--- config.mk ---
export PLATFORM = sky130hd
export DESIGN_NAME = fifo_wr_arbiter
export DESIGN_NICKNAME = d
export VERILOG_FILES = /design/src/rtl/fifo_arb_pkg.sv /design/src/rtl/fifo_rr_picker.sv /design/src/rtl/fifo_wr_arbiter.sv
export SDC_FILE = /design/constraint.sdc
export NUM_CORES = 1
export LEC_CHECK = 0
export ABC_AREA = 1
export BUFFER_PORTS_ARGS = -buffer_cell sky130_fd_sc_hd__buf_2
export CORE_ASPECT_RATIO = 0.75
export CORE_MARGIN = 10
export CORE_UTILIZATION = 48
export CTS_CLUSTER_DIAMETER = 30
export DETAILED_ROUTE_END_ITERATION = 6
export PLACE_DENSITY_LB_ADDON = 0.05
export SLEW_MARGIN = 5
export SYNTH_ARGS = -nofsm -noshare
export SYNTH_HDL_FRONTEND = slang
export SYNTH_SLANG_ARGS = --single-unit
--- constraint.sdc ---
create_clock -name clk -period 2.3 [get_ports clk]
set_input_delay 0.23 -clock clk [delete_from_list [all_inputs] [get_ports clk]]
set_output_delay 0.23 -clock clk [all_outputs]
set_load 0.02 [all_outputs]
--- src/rtl/fifo_arb_pkg.sv ---
// Shared definitions for the FIFO write arbiter: FSM state encoding and
// the grant-index width helper.
package fifo_arb_pkg;

    // Arbiter FSM: IDLE picks a winner, BURST streams that winner's beats.
    typedef enum logic {
        ST_IDLE  = 1'b0,
        ST_BURST = 1'b1
    } state_t;

    // Width of a producer index (GRANT_W); never narrower than one bit.
    function automatic int grant_width(input int n);
        return (n > 1) ? $clog2(n) : 1;
    endfunction

endpackage

--- src/rtl/fifo_rr_picker.sv ---
// Combinational round-robin picker: finds the first asserted request
// starting just after last_grant, wrapping modulo NUM_REQ.
module fifo_rr_picker
    import fifo_arb_pkg::*;
#(
    parameter int NUM_REQ = 4,
    parameter int GRANT_W = grant_width(NUM_REQ)
) (
    input  logic [NUM_REQ-1:0] req,
    input  logic [GRANT_W-1:0] last_grant,
    output logic               found,
    output logic [GRANT_W-1:0] idx
);

    // src[k] is the producer index sitting at rotated position k, so the
    // same table rotates the request vector and un-rotates the winner.
    logic [NUM_REQ-1:0] rot;
    logic [GRANT_W-1:0] src [NUM_REQ];

    for (genvar gi = 0; gi < NUM_REQ; gi++) begin : g_rot
        assign src[gi] = GRANT_W'((int'(last_grant) + 1 + gi) % NUM_REQ);
        assign rot[gi] = req[src[gi]];
    end

    // Priority-encode the rotated vector (lowest offset wins) and map back.
    always_comb begin
        found = 1'b0;
        idx   = '0;
        for (int i = NUM_REQ - 1; i >= 0; i--) begin
            if (rot[i]) begin
                found = 1'b1;
                idx   = src[i];
            end
        end
    end

endmodule

--- src/rtl/fifo_wr_arbiter.sv ---
// Round-robin write arbiter in front of a synchronous FIFO. One producer
// holds the grant for up to MAX_BURST beats; writes are gated by fifo_full.
module fifo_wr_arbiter
    import fifo_arb_pkg::*;
#(
    parameter int DATA_WIDTH = 8,
    parameter int NUM_REQ    = 4,
    parameter int MAX_BURST  = 4
) (
    input  logic                            clk,
    input  logic                            rst,
    input  logic [NUM_REQ-1:0]              req_valid,
    input  logic [NUM_REQ*DATA_WIDTH-1:0]   req_data,
    output logic [NUM_REQ-1:0]              req_ready,
    input  logic                            fifo_full,
    output logic                            fifo_wr_en,
    output logic [DATA_WIDTH-1:0]           fifo_data_in,
    output logic                            grant_valid,
    output logic [grant_width(NUM_REQ)-1:0] grant_id
);

    localparam int GRANT_W = grant_width(NUM_REQ);
    localparam int CNT_W   = $clog2(MAX_BURST) + 1;
    localparam logic [CNT_W-1:0]   LAST_BEAT  = CNT_W'(MAX_BURST - 1);
    localparam logic [GRANT_W-1:0] RESET_LAST = GRANT_W'(NUM_REQ - 1);

    state_t             state_reg, state_next;
    logic [GRANT_W-1:0] grant_id_reg, grant_id_next;
    logic               grant_valid_reg, grant_valid_next;
    logic [CNT_W-1:0]   beat_cnt_reg, beat_cnt_next;
    logic [GRANT_W-1:0] last_grant_reg, last_grant_next;

    logic                  pick_found;
    logic [GRANT_W-1:0]    pick_idx;
    logic                  sel_valid;
    logic                  accept;
    logic                  release_grant;
    logic [DATA_WIDTH-1:0] data_arr [NUM_REQ];

    for (genvar gi = 0; gi < NUM_REQ; gi++) begin : g_unpack
        assign data_arr[gi] = req_data[gi*DATA_WIDTH +: DATA_WIDTH];
    end

    fifo_rr_picker #(
        .NUM_REQ (NUM_REQ),
        .GRANT_W (GRANT_W)
    ) u_picker (
        .req        (req_valid),
        .last_grant (last_grant_reg),
        .found      (pick_found),
        .idx        (pick_idx)
    );

    // Handshake is combinational from the registered grant: only the
    // granted producer can see ready, and never while the FIFO is full.
    assign sel_valid = req_valid[grant_id_reg];
    assign accept    = (state_reg == ST_BURST) && sel_valid && !fifo_full;

    for (genvar gi = 0; gi < NUM_REQ; gi++) begin : g_ready
        assign req_ready[gi] = accept && (grant_id_reg == GRANT_W'(gi));
    end

    assign fifo_wr_en   = accept;
    assign fifo_data_in = (state_reg == ST_BURST) ? data_arr[grant_id_reg] : '0;
    assign grant_valid  = grant_valid_reg;
    assign grant_id     = grant_id_reg;

    // Next-state logic: arbitrate in IDLE, count beats and decide release in BURST.
    always_comb begin
        state_next       = state_reg;
        grant_id_next    = grant_id_reg;
        grant_valid_next = grant_valid_reg;
        beat_cnt_next    = beat_cnt_reg;
        last_grant_next  = last_grant_reg;
        release_grant    = 1'b0;

        case (state_reg)
            ST_IDLE: begin
                if (pick_found) begin
                    grant_id_next    = pick_idx;
                    grant_valid_next = 1'b1;
                    beat_cnt_next    = '0;
                    state_next       = ST_BURST;
                end
            end
            ST_BURST: begin
                if (accept) begin
                    if (beat_cnt_reg == LAST_BEAT) begin
                        release_grant = 1'b1;
                    end else begin
                        beat_cnt_next = beat_cnt_reg + CNT_W'(1);
                    end
                end else if (!sel_valid) begin
                    release_grant = 1'b1;
                end
                // Full with valid held: stall with grant and count frozen.
            end
            default: state_next = ST_IDLE;
        endcase

        // Releasing remembers the owner so the next scan starts after it.
        if (release_grant) begin
            last_grant_next  = grant_id_reg;
            grant_valid_next = 1'b0;
            grant_id_next    = '0;
            beat_cnt_next    = '0;
            state_next       = ST_IDLE;
        end
    end

    // Grant state register; reset aborts any burst and favours producer 0 next.
    always_ff @(posedge clk or posedge rst) begin
        if (rst) begin
            state_reg       <= ST_IDLE;
            grant_id_reg    <= '0;
            grant_valid_reg <= 1'b0;
            beat_cnt_reg    <= '0;
            last_grant_reg  <= RESET_LAST;
        end else begin
            state_reg       <= state_next;
            grant_id_reg    <= grant_id_next;
            grant_valid_reg <= grant_valid_next;
            beat_cnt_reg    <= beat_cnt_next;
            last_grant_reg  <= last_grant_next;
        end
    end

endmodule

Yosys cells after proc, flatten, opt, wreduce, memory -nomap -nowiden
Index checks and enable logic that the tools add are counted.
- add/subtract/negate cells: 5
- multiply operators: 0
- div/mod/pow operators: 0
- order comparisons: 6
- equal/unequal tests: 8
- shift-type cells: 0
- mux-type cells: 40
- bitwise gates (word level): 2
- reductions and logical operators: 11
- operator list (cell ; number):
    $mux W8 ; 3
    $mux W1 ; 19
    $bmux W8 S2 ; 1
    $lt A2 B3 Y1 const B ; 5
    $mux W2 ; 7
    $mux W3 ; 4
    $bmux W1 S2 ; 5
    $logic_and A1 B1 Y1 ; 6
    $ne A3 B3 Y1 const B ; 2
    $pmux W3 S2 ; 1
    $add A2 B1 Y2 const B ; 2
    $add A2 B2 Y2 const B ; 2
    $eq A2 B2 Y1 const B ; 2
    $add A3 B1 Y3 const B ; 1
    $eq A3 B2 Y1 const B ; 1
    $ge A3 B3 Y1 const B ; 1
    $ne A3 B1 Y1 const B ; 1
    $not A2 Y3 ; 1
    $reduce_and A3 Y1 ; 1
    $eq A2 B1 Y1 const B ; 1
    $logic_not A2 Y1 ; 1
    $ne A2 B1 Y1 const B ; 1
    $reduce_and A2 Y1 ; 1
    $reduce_bool A2 Y1 ; 1
    2 further kinds ; 2
- register bits after elaboration: 9
- bits in latches: 0
- memory bits (writable): 0
- bits in read-only memories: 0
- output and inout bits: 16
- logic and storage cells: 77
- memories kept: 0

Longest topological paths before layout
Gate-level depths: netlist (run 1).
- word-level depth: 11
- mapped depth: 11
- depth with buffers taken out: 10

Hierarchy
From an unflattened synthesis (run 1), not the netlist that was laid out.
- cells, all modules: 166
- area total of the unflattened synthesis: 1156.1 um^2
- by module, submodules not included (module ; instances ; cells an instance ; area each (um^2)):
    fifo_wr_arbiter ; 1 ; 115 ; 919.6
    fifo_rr_picker ; 1 ; 51 ; 236.5

Worst setup path before layout (run 1)
No wires, ideal clock.
- path kind: reg-to-output
- from: register grant_id_reg[0] (netlist: grant_id[0])
- to: output port req_ready[0]
- arrival: 1.424 ns
- data required time: 2.070 ns
- path slack: 0.646 ns
- stages on the path, launching flop included: 7
- path through: dfrtp_1 buf_6 nor2_4 nand2_2 nand4_4 nand2_2 nor3_2
- longest elaborated chain between the ends: 5
- ends and longest elaborated chain (what ; RTL line ; source):
    start: declaration ; fifo_wr_arbiter.sv:28 ; logic [GRANT_W-1:0] grant_id_reg, grant_id_next;
    start signal: assignment ; fifo_wr_arbiter.sv:121 ; grant_id_reg <= grant_id_next;
    $bmux W1 S2 ; fifo_wr_arbiter.sv:56 ; assign sel_valid = req_valid[grant_id_reg];
    $mux W1 (not written as such) ; fifo_wr_arbiter.sv:56 ;
    $logic_and A1 B1 Y1 (2 in a row) ; fifo_wr_arbiter.sv:57 ; assign accept = (state_reg == ST_BURST) && sel_valid && !fifo_full;
    $logic_and A1 B1 Y1 * ; fifo_wr_arbiter.sv:60 ; assign req_ready[gi] = accept && (grant_id_reg == GRANT_W'(gi));
    end: declaration ; fifo_wr_arbiter.sv:14 ; output logic [NUM_REQ-1:0] req_ready,
Mark *: on every way between the ends. The rest lies on a longest branch, timed or not. The select of a mux whose other input is x is not followed.

Worst setup path after layout (run 1)
- from: register grant_id_reg[1] (netlist: grant_id[1])
- to: output port req_ready[3]
Same word-level chain as after synthesis.

==> impl_metrics.py, run 1 <==
metrics = {
    "run_status": {
        "status": "completed",
    },
    "cells_and_area": {
        "area_growth_syn_to_layout_pct": 30.8,
        "num_antenna_cells": 0,
        "drive_gt1_share_pct": 42.2,
        "largest_register_ffs": 3,
        "seq_area_sq_um": 229,
        "fillCellCount": 189,
        "multiInputGateArea_sq_um": 672,
        "final_net_count": 248,
        "fin_util_pct": 66.2,
    },
    "run": {
        "maxCapViolations": 0,
    },
    "routing": {
        "drt_iter0_markers": 70,
        "drt.antenna.violating_nets": 0,
        "wire_per_inst_um": 14.4,
        "remaining_drc_errors": 0,
        "vias": 1187,
        "route.detailed.vias_per_inst": 5.16,
        "finalWirelength_um": 3310,
        "drtPass1Iterations": 4,
    },
    "worst_setup_path": {
        "worst_ep_required_time_ns": 2.07,
        "crit_arrival_ns": 1.90,
        "worst-path-max-fanout": 10,
        "path_class": "reg -> out",
        "worst_setup_path_end_kind": "output port",
        "rr_worst_depth": 8,
        "cp-start-kind": "register",
        "reg2reg_setup_slack_ns": 0.70,
        "worst_r2r_startpoint": "grant_id[1]$_DFFE_PP0P_",
        "worstReg2RegEnd": "beat_cnt_reg[1]$_DFFE_PP0P_",
    },
    "global_route": {
        "gr-total-overflow": 0,
        "grt_start_max_net_pins": 12,
        "first_global_vias": 1195,
        "antenna_found_initial": 0,
        "grt_first_pass_wirelength_um": 5350,
        "track_usage_pct": 14.9,
    },
    "timing": {
        "timing.setup.tns_ns": 0,
        "post-route-worst-setup-slack_ns": 0.173,
        "rsz0062_at_grt": "no",
        "setup_viol": 0,
        "part_of_the_cycle_the_worst_path_needs_pct": 92.5,
        "final_hold_violation_count": 0,
        "maxSlewHeadroom_pct": 70.0,
        "finalClockSkew_ns": 0.00913,
        "worst-slew-pin-transition_ns": 0.449,
        "maxSlewViolCount": 0,
        "period_needed_ns": 2.13,
        "timing.fmax_mhz": 470,
    },
    "clocking": {
        "number_of_clock_sinks": 9,
        "clk_transition_reported_paths_ns": 0.07,
        "ctsRootBufferMaster": "sky130_fd_sc_hd__clkbuf_4",
        "tritoncts": "built",
        "worst_skew_pair_latency_ns": 0.27,
        "numCtsBuffers": 3,
        "h_tree_depth": 1,
        "clk_path_buf_depth": 2,
    },
    "power_and_ir_drop": {
        "p_switching_mw": 0.941,
        "power.leakage_nw": 0.759,
        "pwr-share-clk_pct": 7.5,
        "combPwrFrac_pct": 70.5,
        "powerDensity_mw_per_mm2": 1220,
        "peakVddDrop_uv": 764,
        "sequentialPowerShare_pct": 22.0,
        "power.share.switching_pct": 57.8,
        "p_int_mw": 0.688,
    },
    "floorplanning": {
        "die_height_um": 59.9,
        "die_w_um": 73.2,
        "core_area_sq_mm": 0.00201,
        "fp-row-count": 14,
        "starting_density_pct": 50.6,
        "floorplan.io_pins": 55,
        "dieArea_sq_mm": 0.00439,
    },
    "place": {
        "place.port_buffers": 54,
        "globalplace.congestion": 0.768,
        "hpwlAfterDp_um": 2870,
        "post-place-ws_ns": 0.431,
    },
    "synthesis": {
        "synthesized_area_per_cell_sq_um": 6.80,
        "mappedNetlistNets": 191,
        "yosys.cell_types.count": 24,
        "synth.cell_area_sq_mm": 0.00102,
        "synth_seq_cells": 9,
        "ys_warn_count": 0,
        "synthesis.instances": 150,
        "portion_of_the_post_synthesis_area_used_by_sequential_elements_pct": 22.3,
    },
    "min_path": {
        "whs_path_depth": 4,
        "min_path_type": "in -> reg",
        "worstHoldStart": "fifo_full",
        "worstHoldEndpoint": "beat_cnt_reg[2]$_DFFE_PP0P_",
    },
}
[how the worst max path moves through the flow]
stage                                       start            to  slack [ns]
after global placement    grant_id[0]$_DFFE_PP0P_  req_ready[1]        0.53
after floorplan           grant_id[0]$_DFFE_PP0P_  req_ready[0]        0.65
final                     grant_id[1]$_DFFE_PP0P_  req_ready[3]        0.17
after CTS                 grant_id[0]$_DFFE_PP0P_  req_ready[3]        0.13
after detailed placement  grant_id[0]$_DFFE_PP0P_  req_ready[3]        0.43
after global routing      grant_id[1]$_DFFE_PP0P_  req_ready[3]        0.04
[through the flow]
stage / cells / power, mW / area, sq um / hold WS (ns)
detailed placement: 225 / 1.51 / 1290 / 0.198
CTS: 230 / 1.64 / 1330 / 0.398
finish: 230 / 1.63 / 1330 / 0.402
global placement: 225 / 1.48 / 1290 / 0.193
floorplan: 150 / 1.22 / 1020 / 0.0565
global route: 230 / 1.78 / 1330 / 0.413
[power groups by stage]
stage | Sequential [mW] | Combinational [mW] | Clock (mW)
floorplan | 0.301 | 0.919 | 0
global placement | 0.348 | 1.13 | 0
detailed placement | 0.359 | 1.15 | 0
CTS | 0.356 | 1.16 | 0.127
global route | 0.371 | 1.27 | 0.134
finish | 0.358 | 1.15 | 0.122
[metal layers]
metal / up-vias / track usage, % / wire [um]
li1: 614 / - / -
met1: 539 / 16.1 / 1340
met2: 30 / 26.4 / 1670
met3: 4 / 5.63 / 278
met4: 0 / 4.05 / 25
met5: - / 0 / 0
[worst max-delay path, stage by stage, from the launching register on]
cell and delay, ns:
sky130_fd_sc_hd__dfrtp_1 0.54, sky130_fd_sc_hd__buf_4 0.26, sky130_fd_sc_hd__nor2_8 0.18, sky130_fd_sc_hd__nand2_2 0.08, sky130_fd_sc_hd__nand4_4 0.12, sky130_fd_sc_hd__nand2_2 0.13, sky130_fd_sc_hd__nor3_2 0.12, sky130_fd_sc_hd__buf_2 0.19
[cell usage in the layout (no fill, tap or decap), types with 2 or more instances in the layout]
cell | synthesis | final
sky130_fd_sc_hd__inv_2 | 3 | 3
sky130_fd_sc_hd__nand3_1 | 17 | 17
sky130_fd_sc_hd__nor3_2 | 4 | 4
sky130_fd_sc_hd__buf_2 | 2 | 54
sky130_fd_sc_hd__dfrtp_1 | 7 | 6
sky130_fd_sc_hd__ha_1 | 2 | 2
sky130_fd_sc_hd__nand2_1 | 52 | 52
sky130_fd_sc_hd__o21ai_1 | 5 | 5
sky130_fd_sc_hd__a22oi_1 | 8 | 8
sky130_fd_sc_hd__a31oi_1 | 8 | 8
sky130_fd_sc_hd__dfstp_2 | 2 | 2
sky130_fd_sc_hd__nor2_8 | 3 | 3
sky130_fd_sc_hd__inv_4 | 2 | 2
sky130_fd_sc_hd__inv_1 | 15 | 15
sky130_fd_sc_hd__nand2_2 | 7 | 7
sky130_fd_sc_hd__nor2_1 | 4 | 4
sky130_fd_sc_hd__buf_4 | 1 | 2
sky130_fd_sc_hd__clkbuf_4 | 0 | 3
[Yosys cell counts]
library cell,count,area (sq um)
sky130_fd_sc_hd__o21ai_1,5,25.0
sky130_fd_sc_hd__nand4_2,1,12.5
sky130_fd_sc_hd__nand4_1,1,6.26
sky130_fd_sc_hd__buf_6,2,22.5
sky130_fd_sc_hd__inv_4,2,12.5
sky130_fd_sc_hd__ha_1,2,25.0
sky130_fd_sc_hd__nand2_4,1,11.3
sky130_fd_sc_hd__nor2_1,4,15.0
sky130_fd_sc_hd__nor2_8,3,60.1
sky130_fd_sc_hd__buf_4,1,7.51
sky130_fd_sc_hd__a31oi_1,8,50.1
sky130_fd_sc_hd__nand4_4,1,21.3
sky130_fd_sc_hd__nand2_2,7,43.8
sky130_fd_sc_hd__inv_1,15,56.3
sky130_fd_sc_hd__nor3_2,4,40.0
sky130_fd_sc_hd__inv_2,3,11.3
sky130_fd_sc_hd__nand2_1,52,195
sky130_fd_sc_hd__a22oi_1,8,60.1
sky130_fd_sc_hd__nand3_1,17,85.1
sky130_fd_sc_hd__dfrtp_1,7,175
sky130_fd_sc_hd__buf_2,2,10.0
sky130_fd_sc_hd__dfstp_2,2,52.6
sky130_fd_sc_hd__nand3_2,1,10.0
sky130_fd_sc_hd__nor2_4,1,11.3
[cells by family after synthesis]
kind of cell | share of synthesized area (%)
fa+ha+maj | 2.45
flops | 22.3
simple gates | 50.2
compound gates | 13.3
buf+inv | 11.8
[what timing repair did]
action / CTS / global route
hold buffers: 1 / 0
endpoints found under the setup margin: 0 / 1
buffers inserted: 0 / 0
gates resized for setup: 0 / 1
hold endpoints to repair: 7 / 0
[final cells by class]
type                       count  share of cell area [%]
multi-input combinational    116                    50.4
timing repair buffer          57                    22.1
tap                           24                    2.25
clock inverter                 1                   0.375
inverter                      20                    6.00
sequential                     9                    17.2
clock buffer                   3                    1.69
No activity file was read; power rests on OpenSTA's default activity.
==> inputs of run 2 (changes only) <==
--- a/config.mk
+++ b/config.mk
@@ -9,11 +9,12 @@
 export BUFFER_PORTS_ARGS = -buffer_cell sky130_fd_sc_hd__buf_2
 export CORE_ASPECT_RATIO = 0.75
 export CORE_MARGIN = 10
-export CORE_UTILIZATION = 48
+export CORE_UTILIZATION = 50
 export CTS_CLUSTER_DIAMETER = 30
 export DETAILED_ROUTE_END_ITERATION = 6
 export PLACE_DENSITY_LB_ADDON = 0.05
 export SLEW_MARGIN = 5
 export SYNTH_ARGS = -nofsm -noshare
 export SYNTH_HDL_FRONTEND = slang
+export SYNTH_HIERARCHICAL = 1
 export SYNTH_SLANG_ARGS = --single-unit
==> run 2 against run 1 <==
- register-to-register slack lost 0.32 ns
- routed wire length grew 7.7%
- critical endpoint unchanged
- largest power group unchanged
- flip-flop and latch count is the same
- power shrank 0.34%
==> impl_metrics.py, run 2 <==
metrics = {
    "worst_setup_path": {
        "path_class": "reg -> out",
        "worst-path-buf-inv": 2,
        "maximum_single_stage_delay_on_the_critical_path_ns": 0.47,
        "critical_path.slowest_cell": "sky130_fd_sc_hd__dfrtp_1",
        "cp-start-kind": "register",
        "crit_arrival_ns": 1.89,
        "rr_worst_depth": 8,
        "worst-path-max-fanout": 21,
        "path_delay_family": "simple AND/OR/NAND/NOR gates",
        "total_number_of_cells_along_the_worst_setup_path": 8,
        "worst_ep_required_time_ns": 2.07,
        "worst_setup_path_end_kind": "output port",
        "crit_path_frequent_cell": "sky130_fd_sc_hd__nand2_1",
        "crit_path_cell_trace": "inv_2 -> nand2_1 -> nand2_1 -> nand2_1 -> nand2_4 -> nand3_4 -> nor3_2 -> buf_2",
    },
    "timing": {
        "maxSlewViolCount": 0,
        "final_hold_violation_count": 0,
        "rsz0062_at_grt": "no",
        "timing.setup.tns_ns": 0,
        "timing.fmax_mhz": 471,
        "finalClockSkew_ns": 0.00382,
        "setup_viol": 0,
        "maxSlewHeadroom_pct": 65.8,
        "part_of_the_cycle_the_worst_path_needs_pct": 92.4,
        "worst-slew-pin-transition_ns": 0.512,
        "period_needed_ns": 2.12,
    },
    "synthesis": {
        "synth.cell_area_sq_mm": 0.00116,
        "synth_common_cells": "sky130_fd_sc_hd__nand2_1, sky130_fd_sc_hd__nand3_1, sky130_fd_sc_hd__inv_1, sky130_fd_sc_hd__a41oi_2, sky130_fd_sc_hd__dfrtp_1",
        "yosys.area.top_type": "sky130_fd_sc_hd__nand3_1",
        "netlist.area_leader.share_pct": 17.3,
        "synth_most_common_cell": "sky130_fd_sc_hd__nand2_1",
        "synth-edff-count": 0,
        "synthFlopType": "sky130_fd_sc_hd__dfrtp_1",
        "synthesized_area_per_cell_sq_um": 6.96,
        "synth_seq_cells": 9,
        "mappedNetlistNets": 207,
        "yosys.cell_types.count": 25,
        "synthesis.instances": 166,
        "synth.area.top_cells": "sky130_fd_sc_hd__nand3_1, sky130_fd_sc_hd__nand2_1, sky130_fd_sc_hd__dfrtp_1, sky130_fd_sc_hd__a41oi_2, sky130_fd_sc_hd__inv_1",
        "fraction_of_synthesis_flops_using_an_asynchronous_set_or_reset_pin_pct": 100,
        "ys_warn_count": 6,
        "portion_of_the_post_synthesis_area_used_by_sequential_elements_pct": 19.7,
    },
    "cells_and_area": {
        "fin_util_pct": 68.5,
        "multiInputGateArea_sq_um": 767,
        "fillCellCount": 180,
        "final_cell_mix": "sky130_fd_sc_hd__buf_2, sky130_fd_sc_hd__nand2_1, sky130_fd_sc_hd__nand3_1, sky130_fd_sc_hd__inv_1",
        "drive_gt1_share_pct": 41.7,
        "num_antenna_cells": 0,
        "area_growth_syn_to_layout_pct": 24.6,
        "mostFrequentLayoutCell": "sky130_fd_sc_hd__buf_2",
        "final_net_count": 260,
        "seq_area_sq_um": 228,
        "largest_register_ffs": 3,
        "final-instance-count-excl-fill": 242,
    },
    "routing": {
        "finalWirelength_um": 3570,
        "route.detailed.vias_per_inst": 5.34,
        "vias": 1293,
        "wire_per_inst_um": 14.7,
        "remaining_drc_errors": 0,
        "drt_iter0_markers": 104,
        "drt.antenna.violating_nets": 0,
        "drtPass1Iterations": 4,
    },
    "place": {
        "globalplace.congestion": 0.897,
        "place.port_buffers": 54,
        "dp.cells": 237,
        "hpwlAfterDp_um": 2890,
    },
    "clocking": {
        "number_of_clock_sinks": 9,
        "cts_setup_buffers": 0,
        "cts.repair.resized": 0,
        "h_tree_depth": 1,
        "clk_transition_reported_paths_ns": 0.06,
        "tritoncts": "built",
        "clk_path_buf_depth": 2,
        "ctsRootBufferMaster": "sky130_fd_sc_hd__clkbuf_4",
        "numCtsBuffers": 3,
        "worst_skew_pair_latency_ns": 0.26,
        "cts_hold_buffers": 1,
    },
    "min_path": {
        "min_path_type": "in -> reg",
        "whs_path_depth": 4,
    },
    "power_and_ir_drop": {
        "power.leakage_nw": 0.755,
        "powerDensity_mw_per_mm2": 1130,
        "peakVddDrop_uv": 882,
        "p_total_mw": 1.62,
    },
    "floorplanning": {
        "core_area_sq_mm": 0.00210,
        "starting_density_pct": 55.0,
        "fp-row-count": 14,
        "dieArea_sq_mm": 0.00466,
        "floorplan.io_pins": 55,
        "die_w_um": 75.5,
        "die_height_um": 61.6,
    },
    "global_route": {
        "groute.layer.met3.usage_pct": 5.14,
        "gr-total-overflow": 0,
        "grt_first_pass_wirelength_um": 5240,
        "globalRouteMet2Util_pct": 22.2,
        "antenna_found_initial": 0,
        "gr_busiest_metal": "met2",
        "grt_start_max_net_pins": 22,
        "first_global_vias": 1091,
        "track_usage_pct": 14.3,
        "global_route.usage.met1_pct": 18.6,
    },
    "run": {
        "maxCapViolations": 0,
    },
    "run_status": {
        "status": "completed",
    },
}
==> run 2: worst min-delay path: cells and delay by family <==
kind	cells	cell delay (ns)
buffers and inverters	1	0.11
AO/OA/AOI/OAI	1	0.06
AND/OR/NAND/NOR	2	0.18
==> run 2: path summary, 6_finish.rpt <==
kind	from	to	slack, ns
min	fifo_full	beat_cnt_reg[2]$_DFFE_PP0P_	0.35
max	grant_id[0]$_DFFE_PP0P_	req_ready[3]	0.18
max reg2reg	last_grant_reg[0]$_DFFE_PP1N_	beat_cnt_reg[0]$_DFFE_PP0P_	0.38
max in group asynchronous	rst	last_grant_reg[1]$_DFFE_PP1N_	1.53
min in group asynchronous	rst	beat_cnt_reg[1]$_DFFE_PP0P_	0.47
min reg2reg	grant_valid$_DFFE_PP0P_	grant_valid$_DFFE_PP0P_	0.48
==> run 2: report_power, final <==
group | switching [mW] | internal, mW | leakage [nW]
Clock | 0.0560 | 0.0669 | 0.0150
Combinational | 0.798 | 0.406 | 0.630
Sequential | 0.0722 | 0.225 | 0.110
==> run 2: through the flow <==
stage	setup WS (ns)	hold WS [ns]	cell area [sq um]
4_1_cts	0.180	0.344	1440
6_report	0.176	0.347	1440
2_1_floorplan	0.671	0.0565	1160
5_1_grt	0.0387	0.377	1440
3_5_place_dp	0.410	0.206	1400
3_3_place_gp	0.460	0.202	1400
==> run 2: cell families (layout without fill, tap and decap cells) <==
kind of cell	Yosys count	in the layout	synth area share (%)
fa+ha+maj	2	2	2.16
flops	9	9	19.7
simple gates	110	110	49.9
compound gates	15	15	14.3
buf+inv	30	82	14.0
==> run 2: area by class of cell <==
class                   instances  share of cell area, %
flip-flops and latches          9                   15.8
repair buffers                 59                   21.5
clock buffers                   4                   1.82
well taps                      24                   2.09
multi-input cells             127                   53.3
inverters                      19                   5.47
==> run 2: per-layer routing <==
metal,part of all wire [%],up-vias
li1,-,664
met1,42,572
met2,47,53
met3,10,4
met4,0.70,0
met5,0,-
